[config.mk]
export PLATFORM = sky130hd
export DESIGN_NAME = rv_ctrl_pipe
export DESIGN_NICKNAME = d
export VERILOG_FILES = /design/src/rtl/rv_pkg.sv /design/src/rtl/rv_fwd_unit.sv /design/src/rtl/rv_ctrl_pipe.sv
export SDC_FILE = /design/constraint.sdc
export NUM_CORES = 1
export LEC_CHECK = 0
export BUFFER_PORTS_ARGS = -buffer_cell sky130_fd_sc_hd__buf_4
export CAP_MARGIN = 20
export CORE_ASPECT_RATIO = 1.4
export CORE_MARGIN = 5
export CORE_UTILIZATION = 41
export CTS_CLUSTER_DIAMETER = 80
export DETAILED_ROUTE_END_ITERATION = 8
export PLACE_DENSITY = 0.8
export SETUP_SLACK_MARGIN = 0.4
export SLEW_MARGIN = 40
export SYNTH_ARGS = -nofsm -noshare
export SYNTH_HDL_FRONTEND = slang
export SYNTH_SLANG_ARGS = --single-unit
[constraint.sdc]
create_clock -name clk -period 3.94 [get_ports clk]
set_input_delay 0.197 -clock clk [delete_from_list [all_inputs] [get_ports clk]]
set_output_delay 0.197 -clock clk [all_outputs]
set_load 0.05 [all_outputs]
[src/rtl/rv_pkg.sv]
// ---------------------------------------------------------------------------
// rv_pkg -- shared definitions for the 5-stage core control path.
//   * RV32 base opcode constants used by the main decoder.
//   * ALUOp encodings produced by the decoder.
//   * Forwarding-select encodings consumed by the EX operand muxes.
//   * ctrl_bundle_t: the decoder control bundle carried down the pipe.
//   * fwd_sel_f: priority encoder for the forwarding select.
// ---------------------------------------------------------------------------
package rv_pkg;

  localparam int unsigned REG_AW_C  = 5;
  localparam int unsigned ALUOP_W_C = 2;

  localparam logic [6:0] OPC_R      = 7'b0110011;
  localparam logic [6:0] OPC_LOAD   = 7'b0000011;
  localparam logic [6:0] OPC_STORE  = 7'b0100011;
  localparam logic [6:0] OPC_BRANCH = 7'b1100011;
  localparam logic [6:0] OPC_OPIMM  = 7'b0010011;

  localparam logic [ALUOP_W_C-1:0] ALUOP_ADD   = 2'b00;
  localparam logic [ALUOP_W_C-1:0] ALUOP_SUB   = 2'b01;
  localparam logic [ALUOP_W_C-1:0] ALUOP_FUNCT = 2'b10;

  localparam logic [1:0] FWD_RF  = 2'b00;
  localparam logic [1:0] FWD_WB  = 2'b01;
  localparam logic [1:0] FWD_MEM = 2'b10;

  typedef struct packed {
    logic                 branch;
    logic                 memread;
    logic                 memtoreg;
    logic                 memwrite;
    logic                 alusrc;
    logic                 regwrite;
    logic [ALUOP_W_C-1:0] aluop;
  } ctrl_bundle_t;

  // The younger producer (EX/MEM) wins over the older one (MEM/WB).
  function automatic logic [1:0] fwd_sel_f(input logic hit_mem, input logic hit_wb);
    logic [1:0] sel;
    if (hit_mem) begin
      sel = FWD_MEM;
    end else if (hit_wb) begin
      sel = FWD_WB;
    end else begin
      sel = FWD_RF;
    end
    return sel;
  endfunction

endpackage

[src/rtl/rv_fwd_unit.sv]
// ---------------------------------------------------------------------------
// rv_fwd_unit -- combinational forwarding compare for one ALU operand.
// Ports:
//   rs            in   source register index of the instruction in EX
//   mem_regwrite  in   EX/MEM writes a register
//   mem_rd        in   EX/MEM destination index
//   wb_regwrite   in   MEM/WB writes a register
//   wb_rd         in   MEM/WB destination index
//   fwd_sel       out  FWD_MEM / FWD_WB / FWD_RF
// x0 is hard-wired zero, so a destination of 0 never produces a forward.
// ---------------------------------------------------------------------------
module rv_fwd_unit #(
  parameter int REG_AW = 5
) (
  input  logic [REG_AW-1:0] rs,
  input  logic              mem_regwrite,
  input  logic [REG_AW-1:0] mem_rd,
  input  logic              wb_regwrite,
  input  logic [REG_AW-1:0] wb_rd,
  output logic [1:0]        fwd_sel
);
  import rv_pkg::*;

  logic hit_mem_s;
  logic hit_wb_s;

  // Match the operand against both older in-flight producers.
  always_comb begin
    hit_mem_s = mem_regwrite && (mem_rd != {REG_AW{1'b0}}) && (mem_rd == rs);
    hit_wb_s  = wb_regwrite  && (wb_rd  != {REG_AW{1'b0}}) && (wb_rd  == rs);
    fwd_sel   = fwd_sel_f(hit_mem_s, hit_wb_s);
  end

endmodule

[src/rtl/rv_ctrl_pipe.sv]
// ---------------------------------------------------------------------------
// rv_ctrl_pipe -- control half of the ID/EX, EX/MEM and MEM/WB pipeline
// registers, plus hazard detection, branch squash and forwarding selects.
//
// Ports:
//   clk, reset            rising-edge clock, synchronous active-high reset
//   id_*                  decoder bundle and register fields of the ID instr
//   ex_zero               ALU zero flag of the instruction in EX
//   ex_*                  ID/EX control and indices
//   mem_*                 EX/MEM control subset and destination
//   wb_*                  MEM/WB control subset and destination
//   pc_write, ifid_write  0 = hold PC / IF-ID (load-use stall)
//   ifid_flush            1 = clear IF/ID next edge (taken branch)
//   pcsrc                 1 = select branch target
//   fwd_a, fwd_b          ALU operand forwarding selects
//
// Build option RV_CTRL_FORWARD_EN:
//   defined   -> forwarding active, only load-use stalls.
//   undefined -> fwd_a/fwd_b tied to FWD_RF and any RAW against EX or MEM
//                stalls the front end instead.
// ---------------------------------------------------------------------------
module rv_ctrl_pipe #(
  parameter int REG_AW  = 5,
  parameter int ALUOP_W = 2
) (
  input  logic               clk,
  input  logic               reset,
  input  logic               id_branch,
  input  logic               id_memread,
  input  logic               id_memtoreg,
  input  logic               id_memwrite,
  input  logic               id_alusrc,
  input  logic               id_regwrite,
  input  logic [ALUOP_W-1:0] id_aluop,
  input  logic [REG_AW-1:0]  id_rs1,
  input  logic [REG_AW-1:0]  id_rs2,
  input  logic [REG_AW-1:0]  id_rd,
  input  logic               ex_zero,
  output logic               ex_branch,
  output logic               ex_memread,
  output logic               ex_memtoreg,
  output logic               ex_memwrite,
  output logic               ex_alusrc,
  output logic               ex_regwrite,
  output logic [ALUOP_W-1:0] ex_aluop,
  output logic [REG_AW-1:0]  ex_rs1,
  output logic [REG_AW-1:0]  ex_rs2,
  output logic [REG_AW-1:0]  ex_rd,
  output logic               mem_memread,
  output logic               mem_memwrite,
  output logic               mem_memtoreg,
  output logic               mem_regwrite,
  output logic [REG_AW-1:0]  mem_rd,
  output logic               wb_memtoreg,
  output logic               wb_regwrite,
  output logic [REG_AW-1:0]  wb_rd,
  output logic               pc_write,
  output logic               ifid_write,
  output logic               ifid_flush,
  output logic               pcsrc,
  output logic [1:0]         fwd_a,
  output logic [1:0]         fwd_b
);
  import rv_pkg::*;

  // ID/EX
  ctrl_bundle_t      idex_q, idex_d;
  logic [REG_AW-1:0] idex_rs1_q, idex_rs1_d;
  logic [REG_AW-1:0] idex_rs2_q, idex_rs2_d;
  logic [REG_AW-1:0] idex_rd_q, idex_rd_d;
  // EX/MEM
  logic              exmem_memread_q, exmem_memread_d;
  logic              exmem_memwrite_q, exmem_memwrite_d;
  logic              exmem_memtoreg_q, exmem_memtoreg_d;
  logic              exmem_regwrite_q, exmem_regwrite_d;
  logic [REG_AW-1:0] exmem_rd_q, exmem_rd_d;
  // MEM/WB
  logic              memwb_memtoreg_q, memwb_memtoreg_d;
  logic              memwb_regwrite_q, memwb_regwrite_d;
  logic [REG_AW-1:0] memwb_rd_q, memwb_rd_d;

  logic ex_match_s;
  logic hz_s;
  logic pcsrc_s;
  logic stall_s;
  logic bubble_s;

  // Hazard detection and branch resolution for the ID/EX boundary.
  always_comb begin
    ex_match_s = (idex_rd_q != {REG_AW{1'b0}}) &&
                 ((idex_rd_q == id_rs1) || (idex_rd_q == id_rs2));
`ifdef RV_CTRL_FORWARD_EN
    hz_s = idex_q.memread && ex_match_s;
`else
    // Without forwarding every pending write in EX or MEM must retire first.
    hz_s = ((idex_q.memread || idex_q.regwrite) && ex_match_s) ||
           (exmem_regwrite_q && (exmem_rd_q != {REG_AW{1'b0}}) &&
            ((exmem_rd_q == id_rs1) || (exmem_rd_q == id_rs2)));
`endif
    pcsrc_s  = idex_q.branch && ex_zero;
    // A taken branch squashes the stalled instruction anyway, so it wins.
    stall_s  = hz_s && !pcsrc_s;
    bubble_s = hz_s || pcsrc_s;
  end

  // Next-state for all three pipeline registers.
  always_comb begin
    idex_d     = '0;
    idex_rs1_d = '0;
    idex_rs2_d = '0;
    idex_rd_d  = '0;
    if (bubble_s) begin
      idex_d     = '0;
      idex_rs1_d = '0;
      idex_rs2_d = '0;
      idex_rd_d  = '0;
    end else begin
      idex_d.branch   = id_branch;
      idex_d.memread  = id_memread;
      // Only a definite 1 with a register write enables memtoreg; X/Z drops to 0.
      idex_d.memtoreg = id_regwrite && (id_memtoreg === 1'b1);
      idex_d.memwrite = id_memwrite;
      idex_d.alusrc   = id_alusrc;
      idex_d.regwrite = id_regwrite;
      idex_d.aluop    = id_aluop;
      idex_rs1_d      = id_rs1;
      idex_rs2_d      = id_rs2;
      idex_rd_d       = id_rd;
    end
    exmem_memread_d  = idex_q.memread;
    exmem_memwrite_d = idex_q.memwrite;
    exmem_memtoreg_d = idex_q.memtoreg;
    exmem_regwrite_d = idex_q.regwrite;
    exmem_rd_d       = idex_rd_q;
    memwb_memtoreg_d = exmem_memtoreg_q;
    memwb_regwrite_d = exmem_regwrite_q;
    memwb_rd_d       = exmem_rd_q;
  end

  // Pipeline register state; reset discards everything in flight.
  always_ff @(posedge clk) begin
    if (reset) begin
      idex_q           <= '0;
      idex_rs1_q       <= '0;
      idex_rs2_q       <= '0;
      idex_rd_q        <= '0;
      exmem_memread_q  <= 1'b0;
      exmem_memwrite_q <= 1'b0;
      exmem_memtoreg_q <= 1'b0;
      exmem_regwrite_q <= 1'b0;
      exmem_rd_q       <= '0;
      memwb_memtoreg_q <= 1'b0;
      memwb_regwrite_q <= 1'b0;
      memwb_rd_q       <= '0;
    end else begin
      idex_q           <= idex_d;
      idex_rs1_q       <= idex_rs1_d;
      idex_rs2_q       <= idex_rs2_d;
      idex_rd_q        <= idex_rd_d;
      exmem_memread_q  <= exmem_memread_d;
      exmem_memwrite_q <= exmem_memwrite_d;
      exmem_memtoreg_q <= exmem_memtoreg_d;
      exmem_regwrite_q <= exmem_regwrite_d;
      exmem_rd_q       <= exmem_rd_d;
      memwb_memtoreg_q <= memwb_memtoreg_d;
      memwb_regwrite_q <= memwb_regwrite_d;
      memwb_rd_q       <= memwb_rd_d;
    end
  end

`ifdef RV_CTRL_FORWARD_EN
  rv_fwd_unit #(.REG_AW(REG_AW)) u_fwd_a (
    .rs           (idex_rs1_q),
    .mem_regwrite (exmem_regwrite_q),
    .mem_rd       (exmem_rd_q),
    .wb_regwrite  (memwb_regwrite_q),
    .wb_rd        (memwb_rd_q),
    .fwd_sel      (fwd_a)
  );

  rv_fwd_unit #(.REG_AW(REG_AW)) u_fwd_b (
    .rs           (idex_rs2_q),
    .mem_regwrite (exmem_regwrite_q),
    .mem_rd       (exmem_rd_q),
    .wb_regwrite  (memwb_regwrite_q),
    .wb_rd        (memwb_rd_q),
    .fwd_sel      (fwd_b)
  );
`else
  assign fwd_a = FWD_RF;
  assign fwd_b = FWD_RF;
`endif

  assign ex_branch    = idex_q.branch;
  assign ex_memread   = idex_q.memread;
  assign ex_memtoreg  = idex_q.memtoreg;
  assign ex_memwrite  = idex_q.memwrite;
  assign ex_alusrc    = idex_q.alusrc;
  assign ex_regwrite  = idex_q.regwrite;
  assign ex_aluop     = idex_q.aluop;
  assign ex_rs1       = idex_rs1_q;
  assign ex_rs2       = idex_rs2_q;
  assign ex_rd        = idex_rd_q;
  assign mem_memread  = exmem_memread_q;
  assign mem_memwrite = exmem_memwrite_q;
  assign mem_memtoreg = exmem_memtoreg_q;
  assign mem_regwrite = exmem_regwrite_q;
  assign mem_rd       = exmem_rd_q;
  assign wb_memtoreg  = memwb_memtoreg_q;
  assign wb_regwrite  = memwb_regwrite_q;
  assign wb_rd        = memwb_rd_q;
  assign pc_write     = !stall_s;
  assign ifid_write   = !stall_s;
  assign ifid_flush   = pcsrc_s;
  assign pcsrc        = pcsrc_s;

endmodule

# ---- After elaboration in Yosys (flattened, before gate mapping)
# Index checks and enable logic that the tools add are counted.
dict set report word_totals {
  out_inout_bits 47
  ff_bits 39
  inputBits 26
  wordCells 40
}
dict set report classes {
  eq_ne 5
  n_reduce_logical 17
}
# op n
set ops {}
lappend ops {{$eq A5 B5 Y1} 4}
lappend ops {{$reduce_bool A5 Y1} 2}
lappend ops {{$logic_and A1 B1 Y1} 7}
lappend ops {{$logic_or A1 B1 Y1} 5}
lappend ops {{$logic_not A1 Y1} 2}
lappend ops {{$reduce_or A2 Y1} 1}
lappend ops {{$eqx A1 B1 Y1 const B} 1}

# ---- Logic depth before layout (Yosys ltp)
# Gate-level depths: netlist of run 1.
dict set report depth {
  word_depth 7
  ltp_mapped 6
  ltp_nobuf 5
}

# ---- Worst setup path after synthesis of run 1
# No wires, ideal clock.
dict set report synth_path {
  path_kind {register to output}
  start {register exmem_rd_q[1], in the netlist mem_rd[1]}
  end {output pc_write}
  n_path_buf 1
  t_required_ns 3.743
  t_arrival_ns 2.023
  stages_incl_launch_ff 6
  slack_ns 1.720
  path_cell_list {dfxtp_1 > or4_1 > o21ai_2 > o22ai_1 > nand2b_1 > buf_4}
}
dict set report synth_between {
  elab_chain_cells 6
  word_cells_on_any_way 9
  classes_between {eq/ne: 2; reduce/logical: 7}
}
# element line
set synth_rtl {}
lappend synth_rtl {{from (decl)} rv_ctrl_pipe.sv:76} ;# logic [REG_AW-1:0] exmem_rd_q, exmem_rd_d;
lappend synth_rtl {{from (signal assigned)} rv_ctrl_pipe.sv:164} ;# exmem_rd_q <= exmem_rd_d;
lappend synth_rtl {{$eq A5 B5 Y1 / $reduce_bool A5 Y1 (equally long branches)} {rv_ctrl_pipe.sv:98, rv_ctrl_pipe.sv:97}}
lappend synth_rtl {{$logic_or A1 B1 Y1 / $logic_and A1 B1 Y1 (equally long branches)} {rv_ctrl_pipe.sv:98, rv_ctrl_pipe.sv:97}}
lappend synth_rtl {{$logic_and A1 B1 Y1 *} rv_ctrl_pipe.sv:97} ;# (exmem_regwrite_q && (exmem_rd_q != {REG_AW{1'b0}}) &&
lappend synth_rtl {{$logic_or A1 B1 Y1 *} rv_ctrl_pipe.sv:96} ;# hz_s = ((idex_q.memread || idex_q.regwrite) && ex_match_s) ||
lappend synth_rtl {{$logic_and A1 B1 Y1 *} rv_ctrl_pipe.sv:102} ;# stall_s = hz_s && !pcsrc_s;
lappend synth_rtl {{$logic_not A1 Y1 *} --}
lappend synth_rtl {{to (decl)} rv_ctrl_pipe.sv:57} ;# output logic pc_write,
# Every way passes the cells marked *; elsewhere a longest branch is shown, timed or not.

# ---- Final worst setup path of run 1
dict set report layout_path {
  start {register idex_rd_q[1], in the netlist ex_rd[1]}
  end {output pc_write}
}
dict set report layout_between {
  elab_chain_cells 7
  word_cells_on_any_way 9
  classes_between {eq/ne: 2; reduce/logical: 7}
}
# element line
set layout_rtl {}
lappend layout_rtl {{from (decl)} rv_ctrl_pipe.sv:70} ;# logic [REG_AW-1:0] idex_rd_q, idex_rd_d;
lappend layout_rtl {{from (signal assigned)} rv_ctrl_pipe.sv:159} ;# idex_rd_q <= idex_rd_d;
lappend layout_rtl {{$eq A5 B5 Y1} rv_ctrl_pipe.sv:91} ;# ((idex_rd_q == id_rs1) || (idex_rd_q == id_rs2));
lappend layout_rtl {{$logic_or A1 B1 Y1} rv_ctrl_pipe.sv:91}
lappend layout_rtl {{$logic_and A1 B1 Y1 *} rv_ctrl_pipe.sv:90} ;# ex_match_s = (idex_rd_q != {REG_AW{1'b0}}) &&
lappend layout_rtl {{$logic_and A1 B1 Y1 *} rv_ctrl_pipe.sv:96}
lappend layout_rtl {{$logic_or A1 B1 Y1 *} rv_ctrl_pipe.sv:96}
lappend layout_rtl {{$logic_and A1 B1 Y1 *} rv_ctrl_pipe.sv:102}
lappend layout_rtl {{$logic_not A1 Y1 *} rv_ctrl_pipe.sv:212} ;# assign pc_write = !stall_s;
# Marked as above.

==> impl_table.tex, run 1 <==
\begin{tabular}{lr}
\hline
Metric & Value \\
\hline
\multicolumn{2}{l}{\textbf{Status}} \\
\quad Result of the run & finished clean \\
\multicolumn{2}{l}{\textbf{STA}} \\
\quad Final setup vio count & 0 \\
\quad Fin. Hold Viols & 0 \\
\quad Sum of negative setup slack & 0 ps \\
\quad Post-layout min period & 1990 ps \\
\quad Number of slew-limit violations in the final report & 0 \\
\quad Final worst-path cycle share & 50.5\% \\
\quad Achievable Freq & 0.502 GHz \\
\quad RSZ-0062 raised after global routing & no \\
\quad Worst-case hold slack & 106 ps \\
\quad Clock skew & 4.10 ps \\
\multicolumn{2}{l}{\textbf{Placed design}} \\
\quad Port-buffer cells & 68 \\
\quad Final Wtd Congestion & 0.779 \\
\quad Dpl cell area & 1900 um\^{}2 \\
\quad Total half-perimeter wirelength after legalization and detailed placement & 2.38 mm \\
\multicolumn{2}{l}{\textbf{Synth}} \\
\quad Primary FF master, synth & sky130\_fd\_sc\_hd\_\_dfxtp\_1 \\
\quad FFs w/ async S/R, synth & 0\% \\
\quad Count of cell types in the netlist & 18 \\
\quad Biggest area consumer among synthesized cells & sky130\_fd\_sc\_hd\_\_dfxtp\_1 \\
\quad Avg Cell Area, Syn & 11.1 um\^{}2 \\
\quad Syn. warnings & 0 \\
\quad Most frequent cell after synthesis & sky130\_fd\_sc\_hd\_\_dfxtp\_1 \\
\quad Sequential-to-total area share from yosys stat & 55.6\% \\
\quad Synth top area share & 55.6\% \\
\quad Total of flip-flops plus latches after synthesis & 39 \\
\quad Biggest area contributors in the synthesized netlist & sky130\_fd\_sc\_hd\_\_dfxtp\_1, sky130\_fd\_sc\_hd\_\_xor2\_1, sky130\_fd\_sc\_hd\_\_and2\_1 \\
\quad Synthesized netlist cell count & 127 \\
\quad Number of synthesized flops with an enable pin & 0 \\
\quad List of most frequent post-synthesis cells & sky130\_fd\_sc\_hd\_\_dfxtp\_1, sky130\_fd\_sc\_hd\_\_and2\_1, sky130\_fd\_sc\_hd\_\_xor2\_1 \\
\quad Cell area after technology mapping & 1400 um\^{}2 \\
\multicolumn{2}{l}{\textbf{Global route}} \\
\quad Wire length of the first global-routing pass & 4.93 mm \\
\quad Number of antenna violations at the first check in global routing & 0 \\
\quad Total overflow reported by the global router & 0 \\
\quad Pin count of the biggest net entering global routing & 24 \\
\quad Overall Global Routing Usage & 14.5\% \\
\quad Number of global-route vias before repair & 1,052 \\
\multicolumn{2}{l}{\textbf{Clock tree}} \\
\quad TritonCTS buffer count & 5 \\
\quad Post CTS Setup Buffer Count & 0 \\
\quad Maximum clock insertion buffer count & 2 \\
\quad Hold-fix buffers, CTS & 0 \\
\quad Clock Latency Late Sink & 290 ps \\
\quad CTS resizes & 0 \\
\quad Number of H-tree branching levels & 2 \\
\quad Clock sink count & 39 \\
\quad Register clock-pin slew on the reported worst setup and hold paths & 70 ps \\
\quad Master cell of the clock root buffer & sky130\_fd\_sc\_hd\_\_clkbuf\_8 \\
\quad TritonCTS clock tree & built \\
\multicolumn{2}{l}{\textbf{Route}} \\
\quad Detail Route met3 WL & 314 um \\
\quad Initial DRC count & 9 \\
\quad Sum of met2 wire segment lengths after detailed routing & 1.66 mm \\
\quad 1st-pass router iterations & 2 \\
\quad Wirelength, routed & 3.09 mm \\
\quad Routed metal-1 wirelength & 1.02 mm \\
\quad Ratio of routed vias to standard cells & 4.39 \\
\quad Via count & 1,041 \\
\quad Top layer reached by signal wires & met4 \\
\quad Count of antenna-violating nets left after detailed routing & 0 \\
\quad Routed length per instance & 13.0 um \\
\quad Number of design rule violations left after detail routing & 0 \\
\multicolumn{2}{l}{\textbf{Critical path}} \\
\quad Critical path data required time & 3740 ps \\
\quad Maximum cell stage delay along the critical path & 570 ps \\
\quad Signal arrival time at the worst endpoint & 1790 ps \\
\quad Internal reg-to-reg setup slack & 2310 ps \\
\quad Endpoint kind of the worst setup timing path & output port \\
\quad Launching element of the worst setup path & ex\_rd[1] \\
\quad Critical Path Fanout Max & 5 \\
\quad CP cell instances & or4\_1, o22ai\_2, o22ai\_1, nand2b\_1, buf\_4 \\
\quad Worst Setup Path Type & reg -> out \\
\quad Startpoint types & flip-flop \\
\quad Beginning of the worst register-to-register path & ex\_rd[1] \\
\quad Slowest cell on the critical path & sky130\_fd\_sc\_hd\_\_or4\_1 \\
\multicolumn{2}{l}{\textbf{Floorplan}} \\
\quad Boundary pin count & 73 \\
\quad Width of the die & 59.5 um \\
\quad Initial Util & 41.9\% \\
\quad Die height & 79.2 um \\
\quad Core Region & 3350 um\^{}2 \\
\quad Area of the die & 4710 um\^{}2 \\
\quad Number of cell rows & 25 \\
\multicolumn{2}{l}{\textbf{Cells and area}} \\
\quad Final standard cell area without fillers & 2010 um\^{}2 \\
\quad Final net count & 222 \\
\quad Count of filler cells inserted in the layout & 299 \\
\quad Antenna diode count & 0 \\
\quad Multi-input gate area & 563 um\^{}2 \\
\quad Fraction of final layout cells with drive strength greater than 1 & 40.1\% \\
\quad Area Overhead vs Synth & 43.0\% \\
\quad FF+latch area & 781 um\^{}2 \\
\multicolumn{2}{l}{\textbf{Pwr}} \\
\quad P\_leak & 0.000975 uW \\
\quad Worst voltage drop across the vdd grid & 0.391 mV \\
\quad Power Density & 454 nW/um\^{}2 \\
\multicolumn{2}{l}{\textbf{Min path}} \\
\quad Hold/Removal Path Class & in -> reg \\
\quad Launch instance of the worst min-delay path & id\_rd[4] \\
\multicolumn{2}{l}{\textbf{Job}} \\
\quad Maxcap violations & 0 \\
\hline
\end{tabular}
## where the power goes
| part | total (uW) | switching [uW] | internal, uW | leakage (uW) |
|---|---|---|---|---|
| Combinational | 192 | 124 | 68.0 | 0.000603 |
| Clock | 292 | 133 | 159 | 0.0000505 |
| Sequential | 428 | 13.6 | 415 | 0.000322 |
| Total | 912 | 271 | 642 | 0.000975 |
## per-layer routing
layer,track usage (%),vias up
met3,7.15,7
met5,0,-
met1,14.3,462
met4,8.62,0
li1,-,530
met2,23.6,42
## cell families (layout without fill, tap and decap cells)
logic type | count (synthesis) | in the layout | synth area share, %
DFF | 39 | 39 | 55.6
and+or+nand+nor | 52 | 52 | 22.1
buffers and inverters | 9 | 76 | 5.08
AOI/OAI and AO/OA | 6 | 6 | 4.46
xor gates and xnor gates | 20 | 20 | 12.5
other | 1 | 4 | 0.267
## worst paths after layout
kind | endpoint | depth (start not counted)
setup / recovery | pc_write | 5
hold / removal | ex_rd[4] | 2
setup reg to reg | ex_memtoreg | 4
hold reg to reg | mem_memtoreg | 1
## layout by cell type, fill, tap and decap left out
cell	instances
sky130_fd_sc_hd__a22oi_1	2
sky130_fd_sc_hd__and2_1	23
sky130_fd_sc_hd__and3_1	1
sky130_fd_sc_hd__buf_4	68
sky130_fd_sc_hd__clkbuf_8	7
sky130_fd_sc_hd__clkinvlp_4	1
sky130_fd_sc_hd__conb_1	4
sky130_fd_sc_hd__dfxtp_1	39
sky130_fd_sc_hd__nand2b_1	1
sky130_fd_sc_hd__nor2_1	5
sky130_fd_sc_hd__nor2b_1	16
sky130_fd_sc_hd__nor3_1	4
sky130_fd_sc_hd__o21ai_2	1
sky130_fd_sc_hd__o221a_4	1
sky130_fd_sc_hd__o22ai_1	1
sky130_fd_sc_hd__o22ai_2	1
sky130_fd_sc_hd__or4_1	2
sky130_fd_sc_hd__xor2_1	20
## metrics by stage
step	utilization, %	setup WS, ps	instances	total power, uW
floorplan	-	1720	130	569
CTS	60.0	1930	237	925
global placement	56.9	2280	229	629
finish	60.0	1950	237	912
detailed placement	56.9	2270	229	631
global route	60.0	1820	237	958
## state kept, by name, summed over array words and instances (netlist names), 2 cells and up
register  flops
ex_rs1        5
wb_rd         5
ex_rd         5
ex_rs2        5
mem_rd        5
ex_aluop      2
## final cells by class
type	count	area share (%)
Sequential cell	39	38.9
Multi-Input combinational cell	82	28.0
Timing Repair Buffer	68	25.4
Clock buffer	7	4.80
Tap cell	40	2.49
Clock inverter	1	0.374
## critical path, delay by kind of cell (launching register included)
| family | cells | cell delay (ps) |
|---|---|---|
| buf+inv | 1 | 210 |
| simple gates | 2 | 690 |
| flops | 1 | 370 |
| compound gates | 2 | 240 |
No activity file was read; power rests on OpenSTA's default activity.
==> run 2: changes to the inputs <==
--- a/config.mk
+++ b/config.mk
@@ -5,11 +5,12 @@
 export SDC_FILE = /design/constraint.sdc
 export NUM_CORES = 1
 export LEC_CHECK = 0
+export ABC_AREA = 1
 export BUFFER_PORTS_ARGS = -buffer_cell sky130_fd_sc_hd__buf_4
 export CAP_MARGIN = 20
 export CORE_ASPECT_RATIO = 1.4
 export CORE_MARGIN = 5
-export CORE_UTILIZATION = 41
+export CORE_UTILIZATION = 40
 export CTS_CLUSTER_DIAMETER = 80
 export DETAILED_ROUTE_END_ITERATION = 8
 export PLACE_DENSITY = 0.8
==> constraint.sdc (replaced) <==
create_clock -name clk -period 1.7 [get_ports clk]
set_input_delay 0.085 -clock clk [delete_from_list [all_inputs] [get_ports clk]]
set_output_delay 0.085 -clock clk [all_outputs]
set_load 0.05 [all_outputs]
==> run 2 against run 1 <==
Non-clock buffer count rose by 6. Synthesized cell count is 63% higher. Die area is 8.5% higher. Sequential cell count stayed put. Count of clock-buffer cells in the layout decreased by 2. Setup slack worse by 1800 ps. Wire length rose by 36%. Clock power grew to 2.5 times the previous value. First-iteration DRC count rose to 3.4 times the previous value. Combinational power grew to 2.8 times the previous value. Register-to-register slack worse by 2100 ps. Sequential power grew 130%. Largest power group unchanged.
==> impl_table.tex, run 2 <==
\begin{tabular}{lr}
\hline
Metric & Value \\
\hline
\multicolumn{2}{l}{\textbf{Status}} \\
\quad Result of the run & finished clean \\
\multicolumn{2}{l}{\textbf{Synth}} \\
\quad List of most frequent post-synthesis cells & sky130\_fd\_sc\_hd\_\_nand2\_1, sky130\_fd\_sc\_hd\_\_nor2\_1, sky130\_fd\_sc\_hd\_\_inv\_1 \\
\quad Biggest area consumer among synthesized cells & sky130\_fd\_sc\_hd\_\_dfxtp\_1 \\
\quad Total of flip-flops plus latches after synthesis & 39 (unchanged) \\
\quad Cell area after technology mapping & 1510 um\^{}2 (+7.3\%) \\
\quad Most frequent cell after synthesis & sky130\_fd\_sc\_hd\_\_nand2\_1 \\
\quad FFs w/ async S/R, synth & 0\% (unchanged) \\
\quad Avg Cell Area, Syn & 7.28 um\^{}2 (-34\%) \\
\quad Synthesized netlist cell count & 207 (+63\%) \\
\quad Synth top area share & 51.8\% (-3.8 points) \\
\quad Primary FF master, synth & sky130\_fd\_sc\_hd\_\_dfxtp\_1 \\
\quad Syn. warnings & 0 (unchanged) \\
\quad Number of synthesized flops with an enable pin & 0 (unchanged) \\
\quad Count of cell types in the netlist & 18 (unchanged) \\
\quad Sequential-to-total area share from yosys stat & 51.8\% (-3.8 points) \\
\quad Biggest area contributors in the synthesized netlist & sky130\_fd\_sc\_hd\_\_dfxtp\_1, sky130\_fd\_sc\_hd\_\_nand2\_1, sky130\_fd\_sc\_hd\_\_nor2\_1 \\
\multicolumn{2}{l}{\textbf{Floorplan}} \\
\quad Die height & 82.6 um (+4.3\%) \\
\quad Core Region & 3640 um\^{}2 (+8.9\%) \\
\quad Width of the die & 61.9 um (+4.1\%) \\
\quad Initial Util & 41.3\% (-0.60 points) \\
\quad Area of the die & 5110 um\^{}2 (+8.5\%) \\
\quad Number of cell rows & 26 (+4.0\%) \\
\quad Boundary pin count & 73 (unchanged) \\
\multicolumn{2}{l}{\textbf{Clock tree}} \\
\quad TritonCTS buffer count & 5 (unchanged) \\
\quad Number of H-tree branching levels & 2 (unchanged) \\
\quad Hold-fix buffers, CTS & 0 (unchanged) \\
\quad Clock sink count & 39 (unchanged) \\
\quad Master cell of the clock root buffer & sky130\_fd\_sc\_hd\_\_clkbuf\_8 \\
\quad Register clock-pin slew on the reported worst setup and hold paths & 70 ps (about the same) \\
\quad TritonCTS clock tree & built \\
\quad Maximum clock insertion buffer count & 2 (unchanged) \\
\quad Clock Latency Late Sink & 290 ps (about the same) \\
\multicolumn{2}{l}{\textbf{Pwr}} \\
\quad Sum of internal, switching and leakage power & 2270 uW (+150\%) \\
\quad Comb power frac & 23.7\% (+2.6 points) \\
\quad Worst voltage drop across the vdd grid & 0.858 mV (+120\%) \\
\quad Sw Share & 31.1\% (+1.4 points) \\
\quad Net Sw Power & 704 uW (+160\%) \\
\quad Part of the total power dissipated in sequential elements & 43.8\% (-3.1 points) \\
\quad P\_leak & 0.00127 uW (+30\%) \\
\quad Power Density & 948 nW/um\^{}2 (+110\%) \\
\quad Relative contribution of the clock network to total power & 32.5\% (+0.5 points) \\
\quad Internal power contribution & 1560 uW (+140\%) \\
\multicolumn{2}{l}{\textbf{STA}} \\
\quad Setup WS post-layout & 133 ps (-1820 ps) \\
\quad Final worst-path cycle share & 92.2\% \\
\quad Number of slew-limit violations in the final report & 0 (unchanged) \\
\quad Fin. Hold Viols & 0 (unchanged) \\
\quad Achievable Freq & 0.638 GHz \\
\quad Post-layout min period & 1570 ps \\
\quad RSZ-0062 raised after global routing & yes \\
\quad Sum of negative setup slack & 0 ps (unchanged) \\
\quad Final setup vio count & 0 (unchanged) \\
\quad Clock skew & 5.73 ps (+1.63 ps) \\
\multicolumn{2}{l}{\textbf{Global route}} \\
\quad Overall Global Routing Usage & 17.2\% (+2.7 points) \\
\quad Total overflow reported by the global router & 0 (unchanged) \\
\quad Wire length of the first global-routing pass & 6.31 mm (+28\%) \\
\quad Number of antenna violations at the first check in global routing & 0 (unchanged) \\
\quad Number of global-route vias before repair & 1,455 (+38\%) \\
\quad Pin count of the biggest net entering global routing & 18 (-25\%) \\
\multicolumn{2}{l}{\textbf{Min path}} \\
\quad Hold/Removal Path Class & in -> reg \\
\quad Launch instance of the worst min-delay path & id\_rd[4] \\
\quad Worst hold path depth & 3 (+1) \\
\multicolumn{2}{l}{\textbf{Critical path}} \\
\quad Signal arrival time at the worst endpoint & 1480 ps (-310 ps) \\
\quad Startpoint types & flip-flop \\
\quad Launching element of the worst setup path & ex\_rd[3] \\
\quad Critical path data required time & 1620 ps (-2120 ps) \\
\quad Critical Path Fanout Max & 5 (unchanged) \\
\quad Endpoint kind of the worst setup timing path & output port \\
\quad Worst Setup Path Type & reg -> out \\
\quad Cell depth of the worst flop-to-flop path & 11 (+7) \\
\quad Beginning of the worst register-to-register path & ex\_rd[3] \\
\multicolumn{2}{l}{\textbf{Placed design}} \\
\quad Port-buffer cells & 68 (unchanged) \\
\quad Total half-perimeter wirelength after legalization and detailed placement & 2.81 mm (+18\%) \\
\quad Place WS & 319 ps (-1950 ps) \\
\quad Final Wtd Congestion & 0.890 (+14\%) \\
\multicolumn{2}{l}{\textbf{Cells and area}} \\
\quad Highest-count cells in the layout ignoring fill and taps & sky130\_fd\_sc\_hd\_\_buf\_4, sky130\_fd\_sc\_hd\_\_nand2\_1, sky130\_fd\_sc\_hd\_\_nor2\_1 \\
\quad Most common cell after layout, fill and taps aside & sky130\_fd\_sc\_hd\_\_buf\_4 \\
\quad Fraction of final layout cells with drive strength greater than 1 & 48.8\% (+8.7 points) \\
\quad Antenna diode count & 0 (unchanged) \\
\quad Post-layout util & 65.6\% (+5.6 points) \\
\quad Final net count & 310 (+40\%) \\
\quad Area Overhead vs Synth & 58.7\% \\
\multicolumn{2}{l}{\textbf{Route}} \\
\quad Initial DRC count & 31 (+22) \\
\quad Number of design rule violations left after detail routing & 0 (unchanged) \\
\quad Routed length per instance & 12.9 um (-1.2\%) \\
\quad 1st-pass router iterations & 4 (+2) \\
\quad Wirelength, routed & 4.21 mm (+36\%) \\
\quad Ratio of routed vias to standard cells & 4.57 (+3.9\%) \\
\quad Count of antenna-violating nets left after detailed routing & 0 (unchanged) \\
\quad Via count & 1,493 (+43\%) \\
\multicolumn{2}{l}{\textbf{Job}} \\
\quad Maxcap violations & 0 (unchanged) \\
\hline
\end{tabular}
-- run 2: cell types whose count changed after synthesis, sizes merged, moves of 6 or more --
| cell | delta |
|---|---|
| nor2 | +44 |
| and2 | -23 |
| nand3 | +6 |
| nor2b | -16 |
| inv | +42 |
| xor2 | -19 |
| nand2 | +50 |
-- run 2: critical path, cell delays in order, from the launching register on --
cell and delay (ps):
sky130_fd_sc_hd__dfxtp_4 400, sky130_fd_sc_hd__inv_4 40, sky130_fd_sc_hd__nand2_1 50, sky130_fd_sc_hd__nand2_1 50
sky130_fd_sc_hd__nor2_1 120, sky130_fd_sc_hd__nand3_1 90, sky130_fd_sc_hd__nand2_1 100, sky130_fd_sc_hd__nand2_2 70
sky130_fd_sc_hd__nand2_2 70, sky130_fd_sc_hd__nand2_4 60, sky130_fd_sc_hd__buf_8 150
-- run 2: through the flow --
step	cells	area [um^2]	hold WS (ps)
after floorplan	210	1600	188
after global placement	310	2080	298
after detailed placement	310	2080	306
after CTS	324	2280	1.91
after global routing	327	2390	1.96
final	327	2390	4.17
-- run 2: worst paths after layout --
path	endpoint	slack, ps
worst min register to register	mem_memtoreg	420
worst max register to register	ex_aluop[1]	190
worst max-delay path	pc_write	130
worst min-delay path	ex_rd[4]	4
-- run 2: routing by layer --
metal  vias to the layer above  global-route usage (%)  share of wire, %
met5                         -                       0                 0
met4                         0                    9.34               2.2
met3                        10                    5.60               9.2
met2                        60                    30.5                54
met1                       678                    17.0                34
li1                        745                       -                 -
-- run 2: final cells by class --
class / instances / area (um^2)
inverter: 42 / 166
multi-input combinational: 122 / 657
timing repair buffer: 74 / 582
sequential: 39 / 826
tap: 42 / 52.6
fill: 310 / 1250
clock inverter: 3 / 38.8
clock buffer: 5 / 68.8
-- run 2: what timing repair did --
action | in CTS | in global routing
setup buffers | 3 | 3
pin swaps | 10 | 12
resized for setup | 9 | 32
endpoints found under the setup margin | 25 | 25
gates cloned | 3 | 0
-- run 2: power groups by stage --
| stage | registers (uW) | logic (uW) | clock network [uW] |
|---|---|---|---|
| 6_report | 992 | 538 | 736 |
| 5_1_grt | 998 | 573 | 778 |
| 4_1_cts | 988 | 509 | 749 |
| 3_5_place_dp | 1010 | 485 | 0 |
| 3_3_place_gp | 1010 | 479 | 0 |
| 2_1_floorplan | 1180 | 171 | 0 |
-- run 2: kinds of logic (layout without fill, tap and decap cells) --
family	Yosys count	after routing	share of synthesized area, %
AO/OA/AOI/OAI	3	3	0.996
XOR/XNOR	5	5	2.91
buffers and inverters	52	124	15.4
flip-flops	39	39	51.8
other	1	4	0.249
AND/OR/NAND/NOR	107	110	28.6
==> run 3: changes to the inputs <==
--- a/config.mk
+++ b/config.mk
@@ -8,12 +8,13 @@
 export ABC_AREA = 1
 export BUFFER_PORTS_ARGS = -buffer_cell sky130_fd_sc_hd__buf_4
 export CAP_MARGIN = 20
-export CORE_ASPECT_RATIO = 1.4
+export CELL_PAD_IN_SITES_DETAIL_PLACEMENT = 0
+export CELL_PAD_IN_SITES_GLOBAL_PLACEMENT = 1
 export CORE_MARGIN = 5
-export CORE_UTILIZATION = 40
+export CORE_UTILIZATION = 27
 export CTS_CLUSTER_DIAMETER = 80
 export DETAILED_ROUTE_END_ITERATION = 8
-export PLACE_DENSITY = 0.8
+export PLACE_DENSITY = 0.79
 export SETUP_SLACK_MARGIN = 0.4
 export SLEW_MARGIN = 40
 export SYNTH_ARGS = -nofsm -noshare
==> run 3 against run 2 <==
Design area increased by 2.3%. Clock power is 18% lower. Sequential share of layout area down 0.76 points. Wire length is essentially flat. Via count is 3.3% lower. Sequential cell count did not move. Setup slack improved by 2.0 ps. Final cell count grew 11%. Die area is 40% higher. Critical path type unchanged. Largest power group unchanged.
==> impl_table.tex, run 3 (same netlist as run 2, synthesis figures left out) <==
\begin{tabular}{lr}
\hline
Metric & Value \\
\hline
\multicolumn{2}{l}{\textbf{Floorplan}} \\
\quad Die height & 84.7 um (+2.5\%) \\
\quad Boundary pin count & 73 (unchanged) \\
\quad Width of the die & 84.7 um (+37\%) \\
\quad Core Region & 5470 um\^{}2 (+50\%) \\
\quad Initial Util & 27.5\% (-14 points) \\
\quad Area of the die & 7170 um\^{}2 (+40\%) \\
\quad Number of cell rows & 27 (+3.8\%) \\
\multicolumn{2}{l}{\textbf{Cells and area}} \\
\quad Highest-count cells in the layout ignoring fill and taps & sky130\_fd\_sc\_hd\_\_buf\_4, sky130\_fd\_sc\_hd\_\_nand2\_1, sky130\_fd\_sc\_hd\_\_nor2\_1 \\
\quad Area Overhead vs Synth & 62.3\% \\
\quad FF+latch area & 826 um\^{}2 (unchanged) \\
\quad Antenna diode count & 0 (unchanged) \\
\quad Most common cell after layout, fill and taps aside & sky130\_fd\_sc\_hd\_\_buf\_4 \\
\quad Count of filler cells inserted in the layout & 556 (+79\%) \\
\quad Multi-input gate area & 649 um\^{}2 (-1.1\%) \\
\quad Fraction of final layout cells with drive strength greater than 1 & 46.7\% (-2.0 points) \\
\quad Final net count & 316 (+1.9\%) \\
\quad Final standard cell area without fillers & 2440 um\^{}2 (+2.3\%) \\
\quad Filler-free cell count of the finished design & 363 (+11\%) \\
\multicolumn{2}{l}{\textbf{Critical path}} \\
\quad CP cell instances & nor3\_4, nand3\_2, o21ai\_1, inv\_1, nand2\_2, nand2\_2, nand2\_4, buf\_8 \\
\quad Cell depth of the worst flop-to-flop path & 9 (-2) \\
\quad End of the worst register-to-register path & ex\_rd[2] \\
\quad Startpoint types & flip-flop \\
\quad Critical path data required time & 1620 ps (about the same) \\
\quad Most Frequent Cell on Critical Path & sky130\_fd\_sc\_hd\_\_nand2\_2 \\
\quad Maximum cell stage delay along the critical path & 370 ps (-30 ps) \\
\quad Signal arrival time at the worst endpoint & 1480 ps (about the same) \\
\quad Buffers \& Inverters on Critical Path & 2 (unchanged) \\
\quad Critical Path Fanout Max & 5 (unchanged) \\
\quad Endpoint kind of the worst setup timing path & output port \\
\quad Family with the most delay on the worst path & simple AND/OR/NAND/NOR gates \\
\quad Internal reg-to-reg setup slack & 220 ps (+30 ps) \\
\quad Beginning of the worst register-to-register path & ex\_rd[4] \\
\quad Worst Setup Path Type & reg -> out \\
\quad Slowest cell on the critical path & sky130\_fd\_sc\_hd\_\_dfxtp\_4 \\
\multicolumn{2}{l}{\textbf{STA}} \\
\quad Post-layout min period & 1570 ps (-1.95 ps) \\
\quad Final worst-path cycle share & 92.1\% (-0.11 points) \\
\quad RSZ-0062 raised after global routing & yes \\
\quad Sum of negative setup slack & 0 ps (unchanged) \\
\quad Fin. Hold Viols & 0 (unchanged) \\
\quad Worst-case hold slack & 3.94 ps (-0.233 ps) \\
\quad Number of slew-limit violations in the final report & 0 (unchanged) \\
\quad Setup WS post-layout & 134 ps (+1.95 ps) \\
\quad Clock skew & 7.31 ps (+1.59 ps) \\
\quad Achievable Freq & 0.639 GHz (+0.12\%) \\
\quad Final setup vio count & 0 (unchanged) \\
\multicolumn{2}{l}{\textbf{Clock tree}} \\
\quad TritonCTS clock tree & built \\
\quad Register clock-pin slew on the reported worst setup and hold paths & 80 ps (about the same) \\
\quad TritonCTS buffer count & 5 (unchanged) \\
\quad Number of H-tree branching levels & 2 (unchanged) \\
\quad Clock Latency Late Sink & 290 ps (about the same) \\
\quad Clock sink count & 39 (unchanged) \\
\quad Master cell of the clock root buffer & sky130\_fd\_sc\_hd\_\_clkbuf\_8 \\
\quad Maximum clock insertion buffer count & 2 (unchanged) \\
\multicolumn{2}{l}{\textbf{Route}} \\
\quad Via count & 1,444 (-3.3\%) \\
\quad Wirelength, routed & 4.21 mm (about the same) \\
\quad Number of design rule violations left after detail routing & 0 (unchanged) \\
\quad 1st-pass router iterations & 4 (unchanged) \\
\quad Ratio of routed vias to standard cells & 3.98 (-13\%) \\
\quad Initial DRC count & 45 (+45\%) \\
\quad Count of antenna-violating nets left after detailed routing & 0 (unchanged) \\
\quad Routed length per instance & 11.6 um (-9.9\%) \\
\multicolumn{2}{l}{\textbf{Global route}} \\
\quad Pin count of the biggest net entering global routing & 24 (+6) \\
\quad Number of antenna violations at the first check in global routing & 0 (unchanged) \\
\quad Total overflow reported by the global router & 0 (unchanged) \\
\quad Number of global-route vias before repair & 1,345 (-7.6\%) \\
\quad Wire length of the first global-routing pass & 6.13 mm (-2.9\%) \\
\quad Overall Global Routing Usage & 10.9\% (-6.3 points) \\
\multicolumn{2}{l}{\textbf{Min path}} \\
\quad Hold-critical path endpoint & ex\_rd[3] \\
\quad Worst hold path depth & 3 (unchanged) \\
\quad Hold/Removal Path Class & in -> reg \\
\quad Launch instance of the worst min-delay path & id\_rd[3] \\
\multicolumn{2}{l}{\textbf{Pwr}} \\
\quad P\_leak & 0.00128 uW (+0.69\%) \\
\quad Worst voltage drop across the vdd grid & 0.319 mV (-63\%) \\
\quad Power Density & 875 nW/um\^{}2 (-7.6\%) \\
\multicolumn{2}{l}{\textbf{Placed design}} \\
\quad Place WS & 156 ps (-163 ps) \\
\quad Placed insts & 340 (+9.7\%) \\
\quad Total half-perimeter wirelength after legalization and detailed placement & 2.92 mm (+3.9\%) \\
\quad Final Wtd Congestion & 0.810 (-8.9\%) \\
\quad Dpl cell area & 2120 um\^{}2 (+1.8\%) \\
\quad Port-buffer cells & 68 (unchanged) \\
\multicolumn{2}{l}{\textbf{Status}} \\
\quad Result of the run & finished clean \\
\multicolumn{2}{l}{\textbf{Job}} \\
\quad Maxcap violations & 0 (unchanged) \\
\hline
\end{tabular}
run 3: per-stage QoR:
stage	power (uW)	utilization, %
floorplan	1350	-
CTS	2120	41.7
detailed placement	1500	38.7
global placement	1500	38.7
global route	2240	44.7
finish	2140	44.7
run 3: cell type report:
type / instances / area share [%]
Sequential cell: 39 / 33.8
Multi-Input combinational cell: 122 / 26.6
Timing Repair Buffer: 80 / 25.8
Inverter: 42 / 6.81
Tap cell: 72 / 3.68
Clock buffer: 7 / 3.12
Clock inverter: 1 / 0.205
run 3: repair_timing:
action,CTS,global route
gates cloned,0,3
buffers inserted,2,5
endpoints found under the setup margin,25,25
gates resized for setup,8,29
hold buffers,4,1
pin swaps,4,19
hold endpoints to repair,4,1
run 3: where the power goes:
| group | switching [uW] | internal (uW) |
|---|---|---|
| combinational | 359 | 185 |
| clock | 316 | 288 |
| sequential | 35.2 | 956 |
| total | 711 | 1430 |
run 3: routing by layer:
layer / routed length (um) / global-route usage [%] / vias up
li1: - / - / 764
met1: 1700 / 12.8 / 623
met2: 2060 / 16.6 / 52
met3: 409 / 5.89 / 5
met4: 48 / 4.32 / 0
met5: 0 / 0 / -
run 3: worst register-to-register path: cells and delay by family, from the launching register on:
family,cells,cell delay (ps)
flip-flops,1,370
AO/OA/AOI/OAI,1,90
buffers and inverters,3,300
AND/OR/NAND/NOR,5,670
run 3: how the worst max path moves through the flow:
stage                         start    endpoint  cells after the start
after floorplan           mem_rd[1]    pc_write                     10
after global placement     ex_rd[2]    ex_rd[2]                      7
after detailed placement   ex_rd[2]    ex_rd[2]                      7
after CTS                  ex_rd[2]  ifid_write                      8
after global routing       ex_rd[4]  ifid_write                      8
final                      ex_rd[4]  ifid_write                      8
